File: src/rtl/irq_sched_pkg.sv
// Shared register map, FSM state type and claim-id width for irq_sched.
// Pure declarations, no logic.
package irq_sched_pkg;

    localparam int ID_W = 5;

    localparam logic [2:0] ADDR_PENDING  = 3'd0;
    localparam logic [2:0] ADDR_ENABLE   = 3'd1;
    localparam logic [2:0] ADDR_MODE     = 3'd2;
    localparam logic [2:0] ADDR_CLAIM    = 3'd3;
    localparam logic [2:0] ADDR_COMPLETE = 3'd4;

    typedef enum logic {
        IDLE      = 1'b0,
        SERVICING = 1'b1
    } state_t;

endpackage

File: src/rtl/irq_sched_if.sv
// Avalon-MM slave bus plus CPU interrupt line between the Nios CPU and irq_sched.
// Zero-wait-state reads; the slave never stalls the master.
interface irq_sched_if;

    logic [2:0]  avl_address;
    logic        avl_read;
    logic        avl_write;
    logic [31:0] avl_writedata;
    logic [31:0] avl_readdata;
    logic        avl_irq;

    modport master (
        output avl_address, avl_read, avl_write, avl_writedata,
        input  avl_readdata, avl_irq
    );

    modport slave (
        input  avl_address, avl_read, avl_write, avl_writedata,
        output avl_readdata, avl_irq
    );

endinterface

File: src/rtl/irq_sched_prio_enc.sv
// Fixed-priority encoder: index of the lowest set request bit.
// Combinational, no backpressure.
module prio_enc
    import irq_sched_pkg::*;
#(
    parameter int N = 8
) (
    input  logic [N-1:0]    req,
    output logic            valid,
    output logic [ID_W-1:0] idx
);

    // Scan from the top down so the lowest set bit is the last assignment.
    always_comb begin
        valid = 1'b0;
        idx   = '0;
        for (int i = N - 1; i >= 0; i--) begin
            if (req[i]) begin
                valid = 1'b1;
                idx   = ID_W'(i);
            end
        end
    end

endmodule

File: src/rtl/irq_sched.sv
// Prioritised interrupt scheduler with claim/complete handshake on Avalon-MM.
// Sources reach pending 2-3 clk after the raw line; reads are zero-wait, no backpressure.
module irq_sched
    import irq_sched_pkg::*;
#(
    parameter int NIRQ = 8
) (
    input  logic            clk,
    input  logic            rst,
    input  logic [NIRQ-1:0] irq_src,
    irq_sched_if.slave      bus
);

    logic [NIRQ-1:0] sync_q, s, s_d;
    logic [NIRQ-1:0] pending, enable, mode;
    logic [NIRQ-1:0] req, rise, w1c_clr, claim_clr, pending_nxt;
    logic [ID_W-1:0] cur_id, win_idx;
    logic            win_vld;
    logic            claim_go, complete_go;
    state_t          state;

    assign req = pending & enable;

    prio_enc #(.N(NIRQ)) u_prio_enc (
        .req   (req),
        .valid (win_vld),
        .idx   (win_idx)
    );

    assign claim_go    = bus.avl_read && (bus.avl_address == ADDR_CLAIM) &&
                         (state == IDLE) && win_vld;
    assign complete_go = bus.avl_write && (bus.avl_address == ADDR_COMPLETE) &&
                         (state == SERVICING) &&
                         (bus.avl_writedata[ID_W-1:0] == cur_id + ID_W'(1));

    assign rise      = s & ~s_d;
    assign w1c_clr   = (bus.avl_write && (bus.avl_address == ADDR_PENDING)) ?
                       bus.avl_writedata[NIRQ-1:0] : '0;
    assign claim_clr = claim_go ? (NIRQ'(1) << win_idx) : '0;

    // A new edge outranks any clear of the same bit; level bits just mirror s.
    assign pending_nxt = (mode & (rise | (pending & ~(w1c_clr | claim_clr)))) |
                         (~mode & s);

    always_ff @(posedge clk) begin
        if (rst) begin
            sync_q  <= '0;
            s       <= '0;
            s_d     <= '0;
            pending <= '0;
            enable  <= '0;
            mode    <= '0;
            state   <= IDLE;
            cur_id  <= '0;
        end else begin
            sync_q  <= irq_src;
            s       <= sync_q;
            s_d     <= s;
            pending <= pending_nxt;
            if (bus.avl_write && (bus.avl_address == ADDR_ENABLE))
                enable <= bus.avl_writedata[NIRQ-1:0];
            if (bus.avl_write && (bus.avl_address == ADDR_MODE))
                mode <= bus.avl_writedata[NIRQ-1:0];
            case (state)
                IDLE: begin
                    if (claim_go) begin
                        state  <= SERVICING;
                        cur_id <= win_idx;
                    end
                end
                SERVICING: begin
                    if (complete_go)
                        state <= IDLE;
                end
                default: state <= IDLE;
            endcase
        end
    end

    always_comb begin
        bus.avl_readdata = '0;
        case (bus.avl_address)
            ADDR_PENDING: bus.avl_readdata[NIRQ-1:0] = pending;
            ADDR_ENABLE:  bus.avl_readdata[NIRQ-1:0] = enable;
            ADDR_MODE:    bus.avl_readdata[NIRQ-1:0] = mode;
            ADDR_CLAIM: begin
                if ((state == IDLE) && win_vld)
                    bus.avl_readdata = {{(32-ID_W){1'b0}}, win_idx} + 32'd1;
            end
            default: bus.avl_readdata = '0;
        endcase
    end

    assign bus.avl_irq = (state == IDLE) && win_vld;

endmodule

File: src/flat_wrapper.sv
// flat-port wrapper written by rule: the top's interface ports become plain ports
module irq_sched_flat import irq_sched_pkg::*;
#(
    parameter int NIRQ = 8
)
  (clk, rst, irq_src, bus_avl_address, bus_avl_read, bus_avl_write, bus_avl_writedata, bus_avl_readdata, bus_avl_irq);
  irq_sched_if bus_i ();
  input  logic clk;
  input  logic rst;
  input  logic [NIRQ-1:0] irq_src;
  input wire logic [$bits(bus_i.avl_address)-1:0] bus_avl_address;
  input wire logic [$bits(bus_i.avl_read)-1:0] bus_avl_read;
  input wire logic [$bits(bus_i.avl_write)-1:0] bus_avl_write;
  input wire logic [$bits(bus_i.avl_writedata)-1:0] bus_avl_writedata;
  output wire logic [$bits(bus_i.avl_readdata)-1:0] bus_avl_readdata;
  output wire logic [$bits(bus_i.avl_irq)-1:0] bus_avl_irq;
  assign bus_i.avl_address = bus_avl_address;
  assign bus_i.avl_read = bus_avl_read;
  assign bus_i.avl_write = bus_avl_write;
  assign bus_i.avl_writedata = bus_avl_writedata;
  assign bus_avl_readdata = bus_i.avl_readdata;
  assign bus_avl_irq = bus_i.avl_irq;
  irq_sched #(.NIRQ(NIRQ)) u_core (.clk(clk), .rst(rst), .irq_src(irq_src), .bus(bus_i));
endmodule
File: config.mk
export PLATFORM = sky130hd
export DESIGN_NAME = irq_sched_flat
export DESIGN_NICKNAME = d
export VERILOG_FILES = /design/src/rtl/irq_sched_pkg.sv /design/src/rtl/irq_sched_if.sv /design/src/rtl/irq_sched_prio_enc.sv /design/src/rtl/irq_sched.sv /design/src/flat_wrapper.sv
export SDC_FILE = /design/constraint.sdc
export NUM_CORES = 1
export LEC_CHECK = 0
export CAP_MARGIN = 0
export CELL_PAD_IN_SITES_DETAIL_PLACEMENT = 1
export CELL_PAD_IN_SITES_GLOBAL_PLACEMENT = 1
export CORE_UTILIZATION = 35
export CTS_BUF_LIST = sky130_fd_sc_hd__clkbuf_4 sky130_fd_sc_hd__clkbuf_8 sky130_fd_sc_hd__clkbuf_16
export CTS_CLUSTER_SIZE = 16
export DETAILED_ROUTE_END_ITERATION = 7
export PLACE_DENSITY = 0.83
export SLEW_MARGIN = 5
export SYNTH_ARGS = -nofsm -noshare
export SYNTH_HDL_FRONTEND = slang
export SYNTH_SLANG_ARGS = --single-unit
File: constraint.sdc
create_clock -name clk -period 1.99 [get_ports clk]
set_input_delay 0.398 -clock clk [delete_from_list [all_inputs] [get_ports clk]]
set_output_delay 0.398 -clock clk [all_outputs]
set_load 0.005 [all_outputs]
Word level (Yosys, flattened, before mapping). Index checks and enable logic that the tools add are counted.

Latch bits: 0. Memories: 0. Register bits: 54. Memory bits (writable): 0. Memory bits (read-only): 0. Logic and storage cells: 64. Output and inout bits: 33.

$mul: 0. Shift operators: 1. Add/sub/neg operators: 2. Reductions and logical operators: 12. Eq/ne operators: 5. Order comparisons: 0. Bitwise operators: 12. Divide/modulo/power cells: 0. Mux-type cells: 24.

Operator list (count): bitwise AND 8 bit (5); 2-to-1 mux 5 bit (7); 2-to-1 mux 32 bit (1); one-hot mux 8 bit (4 select lines) (1); 2-to-1 mux 24 bit (1); inverter 8 bit (3); bitwise OR 8 bit (3); 2-to-1 mux 8 bit (2); logical AND 1 bit (10); 2-to-1 mux 1 bit (10); << shifter 1 x 5 -> 8 bit, first input constant (1); adder 5 x 1 -> 6 bit, second input constant (1); equality test 3 x 2 -> 1 bit, second input constant (2); adder 5 x 1 -> 5 bit, second input constant (1); equality test 5 bit (1); equality test 3 x 1 -> 1 bit, second input constant (1); equality test 3 bit, second input constant (1); logical NOT 3 bit (1); 2-to-1 mux 3 bit (1); one-hot mux 1 bit (2 select lines) (1); AND reduction 2 bit (1); inverter 1 bit (1).

Depth between registers and ports, before layout. Gate-level depths: netlist (run 1).

Word-level depth: 17. Depth in mapped cells: 7. Gate-level depth less buffers: 7.

By module. From an unflattened synthesis (run 1), not the netlist that was laid out.

Cell total of the unflattened synthesis: 301. Area total of the unflattened synthesis: 2698.8 µm².

By module, submodules not included: irq_sched (seq. area each 1081.0 µm², instances 1, cells each 285, area each 2600.0 µm²); prio_enc (seq. area each 0.0 µm², instances 1, cells each 16, area each 98.8 µm²).

Worst setup path after synthesis (run 1). No wires, ideal clock.

Path kind: register to output. Start point: reg u_core.enable[0]. End point: out bus_avl_readdata[2]. Data required time: 1592 ps. Arrival time: 1378 ps. Path buffers: 0. Setup slack: 214 ps. Cell stages (with the launch flop): 6. Cell sequence: dfxtp_1 -> a22o_1 -> a31oi_1 -> and4_1 -> ha_1 -> o22ai_1.

Longest elaborated chain between the ends: 5. Elaborated cells on any way between the ends: 7.

Ends and longest elaborated chain: start, declared (line irq_sched.sv:15) `logic [NIRQ-1:0] pending, enable, mode;`; start signal, assigned (line irq_sched.sv:61) `enable <= bus.avl_writedata[NIRQ-1:0];`; bitwise AND 8 bit * (line irq_sched.sv:22) `assign req = pending & enable;`; 2-to-1 mux 5 bit / 2-to-1 mux 1 bit (equally long branches) (line irq_sched_prio_enc.sv:18) `if (req[i]) begin`; adder 5 x 1 -> 6 bit / logical AND 1 bit (equally long branches) (line irq_sched.sv:88, irq_sched.sv:87); 2-to-1 mux 32 bit * (line irq_sched.sv:87) `if ((state == IDLE) && win_vld)`; one-hot mux 8 bit (4 select lines) * (line irq_sched.sv:82) `case (bus.avl_address)`; end, declared (line flat_wrapper.sv:15) `output wire logic [$bits(bus_i.avl_readdata)-1:0] bus_avl_readdata;`.

Mark *: on every way between the ends. The rest lies on a longest branch, timed or not.

Final worst setup path (run 1).
Start point: reg u_core.enable[2]. End point: out bus_avl_readdata[1].

Longest elaborated chain between the ends: 7. Elaborated cells on any way between the ends: 11.

Ends and longest elaborated chain (line): bitwise AND 8 bit * (irq_sched.sv:22); 2-to-1 mux 5 bit / 2-to-1 mux 1 bit (equally long branches) (3 in a row) (irq_sched_prio_enc.sv:18); adder 5 x 1 -> 6 bit / logical AND 1 bit (equally long branches) (irq_sched.sv:88, irq_sched.sv:87); 2-to-1 mux 32 bit * (irq_sched.sv:87); one-hot mux 8 bit (4 select lines) * (irq_sched.sv:82).

Marks and branches as above.

==> flow_summary.ini, run 1 <==
[outcome]
outcome = finished, violations left
violations = setup timing

[cts]
clkTransAtPathRegs_ps = 100
cts_tree = yes
cts_hold_buf = 0
cts_buffers = 5
insertion_delay_ps = 310
cts-root-buf = clkbuf_8
clockBufferDepth = 2
htreeDepth = 2
cts_sinks = 52

[worst_setup_path]
critPathKind = reg -> out
r2r_end = u_core.pending[5]$_SDFF_PP0_
rrSetupSlack_ps = 50
arrival_ps = 1950
cp-start-kind = flop
crit_fanout = 3
r2r_start = u_core.enable[2]$_SDFFE_PP0P_
ff2ff_path_depth = 10
critPathRequiredTime_ps = 1590
endpoint_kind = output pin

[sta]
fin_setup_tns_ps = -1390
setup_ws_ps = -358
finalSetupViolations = 5
final_max_slew_viol_count = 0
finalClockSkew_ps = 13.3
fmax_ghz = 0.426
fin_crit_sh = 1.18
min_period_ps = 2350
hold_violations = 0
rsz0062_at_grt = true
holdWs_ps = 448

[hold_path]
hold_depth = 1
worstHoldEndpoint = u_core.s[2]$_SDFF_PP0_
worstHoldStart = u_core.sync_q[2]$_SDFF_PP0_
worstHoldPathType = reg -> reg

[grt]
grt_pass1_vias = 2521
grt_max_degree = 27
antenna_found_initial = 0
grt-ovfl-total = 0
grt_pass1_wl_microns = 12400
grt_use_total = 0.217

[yosys]
synth_flop_cell = dfxtp_1
synthArstFlopShare = 0
syn_area_per_cell_sq_um = 9.28
ys_warn_count = 0
synth_edf_count = 0
netlist_instances = 279
ys_seq_area_frac = 0.402
yosys_register_bits = 52
netlist_area_sq_um = 2590
yosys.cell_types.count = 45

[layout]
fin_cells = 465
nets = 419
fin_util = 0.508
drive_above_1_share = 0.317
n_antenna_cell = 0
finalInstanceArea_sq_um = 3550
syn2layout_area_growth_pct = 37.0

[power_and_ir_drop]
cellPowerDensity_nw_per_um2 = 552
p_leak_nw = 1.49
ir_drop_mv = 0.264

[floorplanning]
coreArea_sq_um = 6980
die_x_microns = 88.0
ios = 80
die-area_sq_um = 7750
initial_utilization = 0.371
std_cell_rows = 30
die_h_microns = 88.0

[detailed_routing]
wl_microns = 8050
wire_per_inst_microns = 17.3
postRouteAntennaNets = 0
drc = 0
via_per_inst = 5.00
via_count = 2326
drtPass1Iterations = 4
drt-initial-drc-count = 77

[placement]
place_area_sq_um = 3220
hpwl_microns = 5450
dp_cells = 441
gp_congestion = 0.863
io_buffers = 31

[run]
cap_violations = 0
-- metrics by stage --
stage	setup slack [ps]	total power [W]
global route	-415	0.00205
finish	-358	0.00196
CTS	-306	0.00198
global placement	-524	0.00133
floorplan	214	0.00125
detailed placement	-566	0.00134
-- cells in the final DEF, fill, tap and decap left out, types with 3 or more instances in the layout --
cell type and count:
nor2b_1 25, xnor2_1 4, conb_1 24, clkbuf_8 5
nand2_1 28, dfxtp_1 40, buf_2 5, a21oi_1 12
buf_6 11, a22o_1 9, nor2_1 26, inv_1 4
nand3_1 5, mux2i_1 24, a211oi_1 8, clkdlybuf4s50_1 19
dfxtp_2 9, dfxtp_4 3, a22oi_2 3, nor3_1 3
buf_4 52, ha_1 3
-- registers in the layout, indices dropped and copies added (netlist names) --
register,cells
u_core.state,1
u_core.enable,8
u_core.sync_q,8
u_core.pending,8
u_core.cur_id,3
u_core.mode,8
u_core.s_d,8
u_core.s,8
-- routing by layer --
metal  up-vias  GRT usage  wire length (microns)
li1       1104          -                      -
met1      1126      0.239                   3290
met2        75      0.397                   4090
met3        21     0.0443                    356
met5         -          0                      0
met4         0      0.106                    323
-- timing repair --
| item | in CTS | in global routing |
|---|---|---|
| setup endpoints to repair | 9 | 8 |
| pin swaps | 14 | 8 |
| buffers inserted | 15 | 4 |
| gates resized for setup | 66 | 14 |
-- cells in the mapped netlist, drive strengths merged (3+ instances only) --
library cell	count	share of area
a211oi	9	0.028
nor2b	26	0.063
nand4	3	0.0097
a21oi	12	0.023
o21ai	4	0.0077
buf	30	0.089
a22oi	4	0.019
inv	5	0.0072
nand2	30	0.043
clkbuf	5	0.0072
nor2	27	0.042
ha	4	0.019
a22o	9	0.030
nand3	5	0.0097
dfxtp	52	0.40
mux2i	24	0.093
nor3	5	0.014
xnor2	4	0.014
-- how the worst max path moves through the flow --
stage	from	slack [ps]	end
2_1_floorplan	u_core.enable[0]$_SDFFE_PP0P_	210	bus_avl_readdata[2]
3_3_place_gp	bus_avl_address[1]	-520	bus_avl_readdata[1]
3_5_place_dp	bus_avl_address[0]	-570	bus_avl_readdata[1]
4_1_cts	u_core.enable[2]$_SDFFE_PP0P_	-310	bus_avl_readdata[1]
5_1_grt	u_core.enable[2]$_SDFFE_PP0P_	-410	bus_avl_readdata[1]
6_report	u_core.enable[2]$_SDFFE_PP0P_	-360	bus_avl_readdata[1]
-- cell families after synthesis --
| kind of cell | Yosys count | synth area share |
|---|---|---|
| other | 1 | 0.00145 |
| flip-flops | 52 | 0.402 |
| XOR/XNOR | 5 | 0.0169 |
| multiplexers | 24 | 0.0928 |
| AO/OA/AOI/OAI | 50 | 0.149 |
| AND/OR/NAND/NOR | 103 | 0.215 |
| adder cells (fa/ha/maj) | 4 | 0.0193 |
| buffers and inverters | 40 | 0.103 |
-- power by group --
part | internal [W] | leakage, nW | switching, W | total, W
clock | 0.000279 | 0.0493 | 0.000351 | 0.000630
sequential | 0.00107 | 0.431 | 0.0000169 | 0.00109
combinational | 0.000124 | 1.01 | 0.000120 | 0.000244
-- worst max-delay path, cell delays in order, from the launching register on --
cell and delay (ps):
dfxtp_2 350, a22o_1 250, a31oi_2 180, buf_4 140, a32oi_2 60, ha_1 310, o22ai_2 200, buf_2 150
-- area by class of cell --
class / instances / area, sq um
multi-input combinational: 210 / 1440
fill: 831 / 3430
timing repair buffer: 94 / 808
tap: 96 / 120
clock buffer: 7 / 83.8
inverter: 5 / 18.8
sequential: 52 / 1060
clock inverter: 1 / 8.76
Power figures use the tool's default switching activity.
==> run 2, diff against run 1 <==
--- a/config.mk
+++ b/config.mk
@@ -12,7 +12,7 @@
 export CTS_BUF_LIST = sky130_fd_sc_hd__clkbuf_4 sky130_fd_sc_hd__clkbuf_8 sky130_fd_sc_hd__clkbuf_16
 export CTS_CLUSTER_SIZE = 16
 export DETAILED_ROUTE_END_ITERATION = 7
-export PLACE_DENSITY = 0.83
+export PLACE_DENSITY = 0.91
 export SLEW_MARGIN = 5
 export SYNTH_ARGS = -nofsm -noshare
 export SYNTH_HDL_FRONTEND = slang
==> run 2 against run 1 <==
Effect of this change:
- the flow still finishes with violations (setup timing)
- maximum frequency is 0.88% lower
- critical endpoint is now bus_avl_readdata[2]
- critical path type unchanged
- critical path depth stayed put
- routed wire length is 18% higher
- sequential share of layout area is 1.3 points lower
- die area stayed put
- sequential power hardly changed
- register-to-register slack hardly changed
- largest cell class unchanged
- count of clock-buffer cells in the layout is 1 lower
- largest power group unchanged
==> flow_summary.ini, run 2 (same netlist as run 1, synthesis figures left out) <==
[sta]
min_period_ps = 2370
finalClockSkew_ps = 13.0
final_max_slew_viol_count = 0
finalSetupViolations = 5
fin_setup_tns_ps = -1420
rsz0062_at_grt = true
holdWs_ps = 444
hold_violations = 0
setup_ws_ps = -379
fmax_ghz = 0.422
fin_crit_sh = 1.19

[layout]
nets = 425
nFillCells = 807
n_antenna_cell = 0
multi_input_area_sq_um = 1520
final_common_cell = buf_4
ff_latch_area_sq_um = 1060
final_cell_mix = buf_4 (52), dfxtp_1 (41), nand2_1 (26), nor2b_1 (26), nor2_1 (26)
fin_cells = 471
syn2layout_area_growth_pct = 42.9
drive_above_1_share = 0.347

[cts]
insertion_delay_ps = 320
cts_hold_buf = 0
htreeDepth = 2
cts_buffers = 5
clockBufferDepth = 2
clkTransAtPathRegs_ps = 100
cts-root-buf = clkbuf_8
cts_sinks = 52
cts_tree = yes

[detailed_routing]
postRouteAntennaNets = 0
drtPass1Iterations = 4
wl_met2_microns = 4710
wire_per_inst_microns = 20.1
wl_met1_microns = 3570
via_per_inst = 5.29
routed.top_layer = met4
drt-initial-drc-count = 117
route.met3.wl_microns = 537
wl_microns = 9470
via_count = 2491
drc = 0

[worst_setup_path]
cp-start-kind = flop
ff2ff_path_depth = 10
critPathKind = reg -> out
arrival_ps = 1970
critPathRequiredTime_ps = 1590
endpoint_kind = output pin
crit_fanout = 2

[placement]
io_buffers = 31
gp_congestion = 0.928
hpwl_microns = 5550
dp_cells = 441

[outcome]
violations = setup timing
outcome = finished, violations left

[floorplanning]
initial_utilization = 0.371
std_cell_rows = 30
die-area_sq_um = 7750
die_h_microns = 88.0
coreArea_sq_um = 6980
ios = 80
die_x_microns = 88.0

[run]
cap_violations = 0

[power_and_ir_drop]
cellPowerDensity_nw_per_um2 = 537
ir_drop_mv = 0.383
p_leak_nw = 1.54

[hold_path]
worstHoldPathType = reg -> reg
hold_depth = 1

[grt]
grt_pass1_wl_microns = 14000
grt_max_degree = 53
grt_pass1_vias = 2634
grt_use_total = 0.247
grt-ovfl-total = 0
antenna_found_initial = 0
==> run 2: repair_timing <==
action / in CTS / in global routing
hold endpoints to repair: 0 / 0
resized for setup: 61 / 28
endpoints found under the setup margin: 9 / 11
setup buffers: 17 / 7
pin swaps: 14 / 15
==> run 2: power breakdown <==
part           internal [W]  total, W  switching [W]
Sequential          0.00107   0.00109      0.0000188
Combinational      0.000130  0.000265       0.000134
Clock              0.000279  0.000637       0.000358
Total               0.00148   0.00199       0.000511
==> run 2: stage by stage <==
step | total power, W | worst slack [ps] | instance area (sq um) | utilization
finish | 0.00199 | -379 | 3700 | 0.530
floorplan | 0.00125 | 214 | 2680 | -
detailed placement | 0.00134 | -663 | 3240 | 0.463
CTS | 0.00197 | -322 | 3530 | 0.506
global route | 0.00206 | -438 | 3700 | 0.530
global placement | 0.00133 | -547 | 3240 | 0.463
==> run 2: cell type report <==
cell class	count	share of cell area
clock buffer	6	0.0223
clock inverter	2	0.00270
inverter	5	0.00507
multi-input combinational	210	0.411
sequential	52	0.287
tap	96	0.0325
timing repair buffer	100	0.239
==> run 2: layer usage <==
| metal | GRT usage | vias to the layer above |
|---|---|---|
| met5 | 0 | - |
| met4 | 0.142 | 0 |
| met3 | 0.0547 | 46 |
| met2 | 0.437 | 112 |
| met1 | 0.273 | 1216 |
| li1 | - | 1117 |
==> run 2: critical path, stage by stage (launching register included) <==
cell	delay, ps
dfxtp_4	360
a22o_4	260
a31oi_4	180
and4_4	250
buf_6	110
ha_4	200
o22ai_4	150
buf_2	150
==> run 2: worst paths after layout <==
path / from / end / slack, ps
worst max-delay path: u_core.enable[2]$_SDFFE_PP0P_ / bus_avl_readdata[2] / -380
worst min-delay path: u_core.sync_q[6]$_SDFF_PP0_ / u_core.s[6]$_SDFF_PP0_ / 440
worst max register to register: u_core.enable[2]$_SDFFE_PP0P_ / u_core.pending[5]$_SDFF_PP0_ / 50
worst min register to register: u_core.sync_q[6]$_SDFF_PP0_ / u_core.s[6]$_SDFF_PP0_ / 440
==> run 3, diff against run 2 <==
--- a/config.mk
+++ b/config.mk
@@ -8,10 +8,12 @@
 export CAP_MARGIN = 0
 export CELL_PAD_IN_SITES_DETAIL_PLACEMENT = 1
 export CELL_PAD_IN_SITES_GLOBAL_PLACEMENT = 1
+export CORE_MARGIN = 1.5
 export CORE_UTILIZATION = 35
 export CTS_BUF_LIST = sky130_fd_sc_hd__clkbuf_4 sky130_fd_sc_hd__clkbuf_8 sky130_fd_sc_hd__clkbuf_16
 export CTS_CLUSTER_SIZE = 16
 export DETAILED_ROUTE_END_ITERATION = 7
+export MAX_ROUTING_LAYER = met4
 export PLACE_DENSITY = 0.91
 export SLEW_MARGIN = 5
 export SYNTH_ARGS = -nofsm -noshare
==> run 3 against run 2 <==
Effect of this change:
- the flow still finishes with violations (setup timing)
- non-clock buffer count is 6 lower
- combinational power is 4% lower
- first-iteration DRC count is 42% higher
- sequential cell count stayed put
- clock power is 16% higher
- critical path depth stayed put
- cell area is 3.3% lower
- routed wire length is 7.9% lower
- power is 4.5% higher
- largest power group unchanged
==> flow_summary.ini, run 3 (same netlist as run 1, synthesis figures left out) <==
[outcome]
outcome = finished, violations left
violations = setup timing

[sta]
fin_crit_sh = 1.22
finalClockSkew_ps = 12.7
hold_violations = 0
fin_setup_tns_ps = -1610
min_period_ps = 2430
final_max_slew_viol_count = 0
finalSetupViolations = 7
rsz0062_at_grt = true
fmax_ghz = 0.411
setup_ws_ps = -440

[power_and_ir_drop]
p_clk_frac = 0.355
p_comb_frac = 0.123
ir_drop_mv = 0.284
p_leak_nw = 1.48
seq_power_share = 0.523
power_switching_w = 0.000494
totalPowerFinal_w = 0.00208
internal_power_w = 0.00158
cellPowerDensity_nw_per_um2 = 580
swShare = 0.238

[layout]
finalInstanceArea_sq_um = 3580
fin_cells = 468
n_antenna_cell = 0
final_common_cell = buf_4
final_cell_mix = buf_4 (52), dfxtp_1 (43), nand2_1 (28)
nets = 419
syn2layout_area_growth_pct = 38.2
drive_above_1_share = 0.312
fin_util = 0.496

[hold_path]
worstHoldEndpoint = u_core.s[0]$_SDFF_PP0_
worstHoldStart = u_core.sync_q[0]$_SDFF_PP0_
hold_depth = 1
worstHoldPathType = reg -> reg

[detailed_routing]
via_per_inst = 5.19
via_count = 2430
drtPass1Iterations = 4
drc = 0
postRouteAntennaNets = 0
wl_microns = 8720
drt-initial-drc-count = 166
wire_per_inst_microns = 18.6

[floorplanning]
ios = 80
coreArea_sq_um = 7210
die_x_microns = 89.0
initial_utilization = 0.359
die-area_sq_um = 7920
std_cell_rows = 31
die_h_microns = 89.0

[placement]
gp_congestion = 0.868
io_buffers = 31
hpwl_microns = 5350
dp_cells = 442
place_area_sq_um = 3210

[cts]
clkTransAtPathRegs_ps = 90
cts_buffers = 5
cts_sinks = 52
cts_tree = yes
cts-root-buf = clkbuf_8
insertion_delay_ps = 310
clockBufferDepth = 2
htreeDepth = 2

[worst_setup_path]
cp-start-kind = flop
rrSetupSlack_ps = -10
critPathRequiredTime_ps = 1590
arrival_ps = 2030
r2r_end = u_core.pending[5]$_SDFF_PP0_
ff2ff_path_depth = 10
critPathKind = reg -> out
endpoint_kind = output pin
crit_fanout = 4
r2r_start = u_core.pending[6]$_SDFF_PP0_

[grt]
grt_max_degree = 26
grt_pass1_vias = 2424
grt_pass1_wl_microns = 12700
grt_use_total = 0.222
antenna_found_initial = 0
grt-ovfl-total = 0

[run]
cap_violations = 0
run 3: cell types whose count changed in the layout (fill, tap and decap cells not counted), moves of 2 or more:
cell     delta
a21oi_1     +2
buf_6       -5
a21oi_2     -2
nand2_1     +2
dfxtp_1     +2
run 3: how the worst max path moves through the flow:
stage / slack [ps] / startpoint / end / cells past startpoint
6_report: -440 / u_core.pending[6]$_SDFF_PP0_ / bus_avl_readdata[2] / 7
3_5_place_dp: -580 / bus_avl_address[1] / bus_avl_readdata[2] / 7
2_1_floorplan: 210 / u_core.enable[0]$_SDFFE_PP0P_ / bus_avl_readdata[2] / 5
5_1_grt: -470 / u_core.pending[6]$_SDFF_PP0_ / bus_avl_readdata[2] / 7
4_1_cts: -330 / u_core.enable[2]$_SDFFE_PP0P_ / bus_avl_readdata[2] / 7
3_3_place_gp: -520 / bus_avl_address[1] / bus_avl_readdata[1] / 7
run 3: power groups by stage:
| stage | Sequential, W | Combinational (W) | Clock, W |
|---|---|---|---|
| 2_1_floorplan | 0.00111 | 0.000138 | 0 |
| 3_3_place_gp | 0.00111 | 0.000217 | 0 |
| 3_5_place_dp | 0.00111 | 0.000225 | 0 |
| 4_1_cts | 0.00109 | 0.000239 | 0.000748 |
| 5_1_grt | 0.00109 | 0.000274 | 0.000790 |
| 6_report | 0.00109 | 0.000255 | 0.000737 |
run 3: what timing repair did:
action	in CTS	in global routing
hold buffers	0	0
resized for setup	60	12
setup endpoints to repair	9	8
pin swaps	13	3
setup buffers	17	4
run 3: through the flow:
| step | setup slack [ps] | hold WS, ps |
|---|---|---|
| after floorplan | 214 | 414 |
| after global placement | -516 | 416 |
| after detailed placement | -581 | 424 |
| after CTS | -326 | 445 |
| after global routing | -471 | 466 |
| final | -440 | 440 |
run 3: cell type report:
cell class / instances / area, sq um
multi-input combinational: 210 / 1460
clock inverter: 2 / 35.0
tap: 99 / 124
fill: 867 / 3630
sequential: 52 / 1060
clock buffer: 6 / 76.3
inverter: 5 / 18.8
timing repair buffer: 94 / 807
run 3: worst max-delay path, stage by stage, from the launching register on:
cell and delay (ps):
dfxtp_4 370, and2_4 160, o211ai_1 280, and4_1 290, buf_4 140, ha_4 190, o22ai_4 160, buf_2 140
run 3: metal layers:
layer	wire length (microns)	GRT usage	up-vias
li1	-	-	1106
met2	4390	0.387	111
met5	0	-	-
met3	419	0.0369	38
met4	392	0.0993	0
met1	3520	0.251	1175
==> edit, RTL diff (settings of run 3) <==
Add an input register stage for `irq_src`, cleared by the reset; this delays it by one clock. The other inputs are not delayed to match.
--- a/src/rtl/irq_sched.sv
+++ b/src/rtl/irq_sched.sv
@@ -11,4 +11,14 @@
     irq_sched_if.slave      bus
 );
+
+    logic [NIRQ-1:0] irq_src_q;
+
+    always_ff @(posedge clk) begin
+        if (rst) begin
+            irq_src_q <= '0;
+        end else begin
+            irq_src_q <= irq_src;
+        end
+    end
 
     logic [NIRQ-1:0] sync_q, s, s_d;
@@ -54,5 +64,5 @@
             cur_id  <= '0;
         end else begin
-            sync_q  <= irq_src;
+            sync_q  <= irq_src_q;
             s       <= sync_q;
             s_d     <= s;
Check against the original RTL: not equivalent (Yosys sat finds a counterexample within 4 cycles, from zero or initial values and one cycle with rst high).
==> edit against run 3 <==
The run still ends with negative setup slack left. Wire length increased by 11%. Area after synthesis is 7.3% higher. Count of clock-buffer cells in the layout increased by 4. Sequential cell count up 8. Critical path depth decreased by 1. Setup slack improved by 93 ps. Total power up 18%. Cell area rose by 11%. Maximum frequency grew 4.0%. Global-route usage up 0.77 points. Largest power group unchanged.
==> edit: results (changes against run 3) <==
Status
  – Outcome: finished with violations
  – Failing checks: negative setup slack

Placement
  – Worst slack at placement: -568 ps (+12.9 ps)
  – Global placement routability congestion: 0.960 (+11%)
  – Hpwl dp: 5.85 mm (+9.5%)

GRT
  – Tot GR Track Use: 23.0% (+0.77 points)
  – First-pass GRT wire length: 14.2 mm (+11%)
  – Largest net degree at the start of global routing: 25 (-3.8%)

Synth
  – Synth unique cells: 44 (-2.2%)
  – Synth Area in XOR/XNOR: 1.58% (-0.11 points)
  – Post-synthesis mux area share: 5.76% (-3.5 points)
  – Sequential share of the synthesized area: 43.2% (+3.0 points)
  – Compound-cell area share of the yosys netlist: 15.4% (+0.43 points)
  – Adder-Cell Fraction of Synth Area: 1.80% (-0.13 points)

Timing
  – Clock skew: 17.1 ps (+4.45 ps)
  – Final WS setup: -348 ps (+92.6 ps)
  – Final setup fails: 5 (-2)

Critical path
  – Top Family by Delay on Critical Path: compound AO/OA/AOI/OAI gates
  – Critical path's slowest cell: dfxtp_2

Layout
  – Fin cells: 514 (+9.8%)
  – Ratio of cells with drive above 1 in the final layout: 34.5% (+3.3 points)

CTS
  – Cts bufs inserted: 9 (+4)
  – Clock-pin transition on the worst setup and hold timing paths: 70 ps (-20 ps)

Routing
  – DR WL/cell: 18.9 um (+1.3%)

Min path
  – Hold Path Class: input pin to flop
## edit: worst paths after layout
path | from | end | slack [ps] | cells past startpoint
worst min register to register | u_core.sync_q[0] | u_core.s[0] | 440 | 1
worst max register to register | u_core.pending[2] | u_core.pending[5] | 160 | 9
worst min-delay path | rst | u_core.sync_q[2] | 410 | 2
worst max-delay path | u_core.enable[7] | bus_avl_readdata[2] | -350 | 6
## edit: where the power goes
| group | internal [mW] | leakage (nW) | switching (mW) |
|---|---|---|---|
| clock | 0.451 | 0.0813 | 0.495 |
| sequential | 1.23 | 0.495 | 0.0170 |
| combinational | 0.129 | 1.07 | 0.130 |
## edit: area by class of cell
| cell class | instances | area (um2) |
|---|---|---|
| Clock inverter | 5 | 30.0 |
| Sequential cell | 60 | 1220 |
| Multi-Input combinational cell | 227 | 1550 |
| Timing Repair Buffer | 105 | 891 |
| Tap cell | 102 | 128 |
| Fill cell | 912 | 3720 |
| Clock buffer | 10 | 131 |
| Inverter | 5 | 18.8 |
## edit: metrics by stage
| stage | utilization (%) | TNS, ps | instance area [um2] |
|---|---|---|---|
| floorplan | - | 0 | 2870 |
| global placement | 45.3 | -4770 | 3480 |
| detailed placement | 45.3 | -5900 | 3480 |
| CTS | 49.8 | -984 | 3830 |
| global route | 51.6 | -1620 | 3970 |
| finish | 51.6 | -1240 | 3970 |
## edit: what timing repair did
item,4_1_cts,5_1_grt
resized for setup,62,21
setup buffers,15,10
endpoints found under the setup margin,9,14
pin swaps,13,9
## edit: layer usage
layer / GRT usage (%) / up-vias / part of all wire (%)
met3: 5.14 / 46 / 5.8
met1: 24.7 / 1271 / 39
met2: 39.3 / 115 / 50
li1: - / 1211 / -
met5: - / - / 0
met4: 12.7 / 0 / 5.1
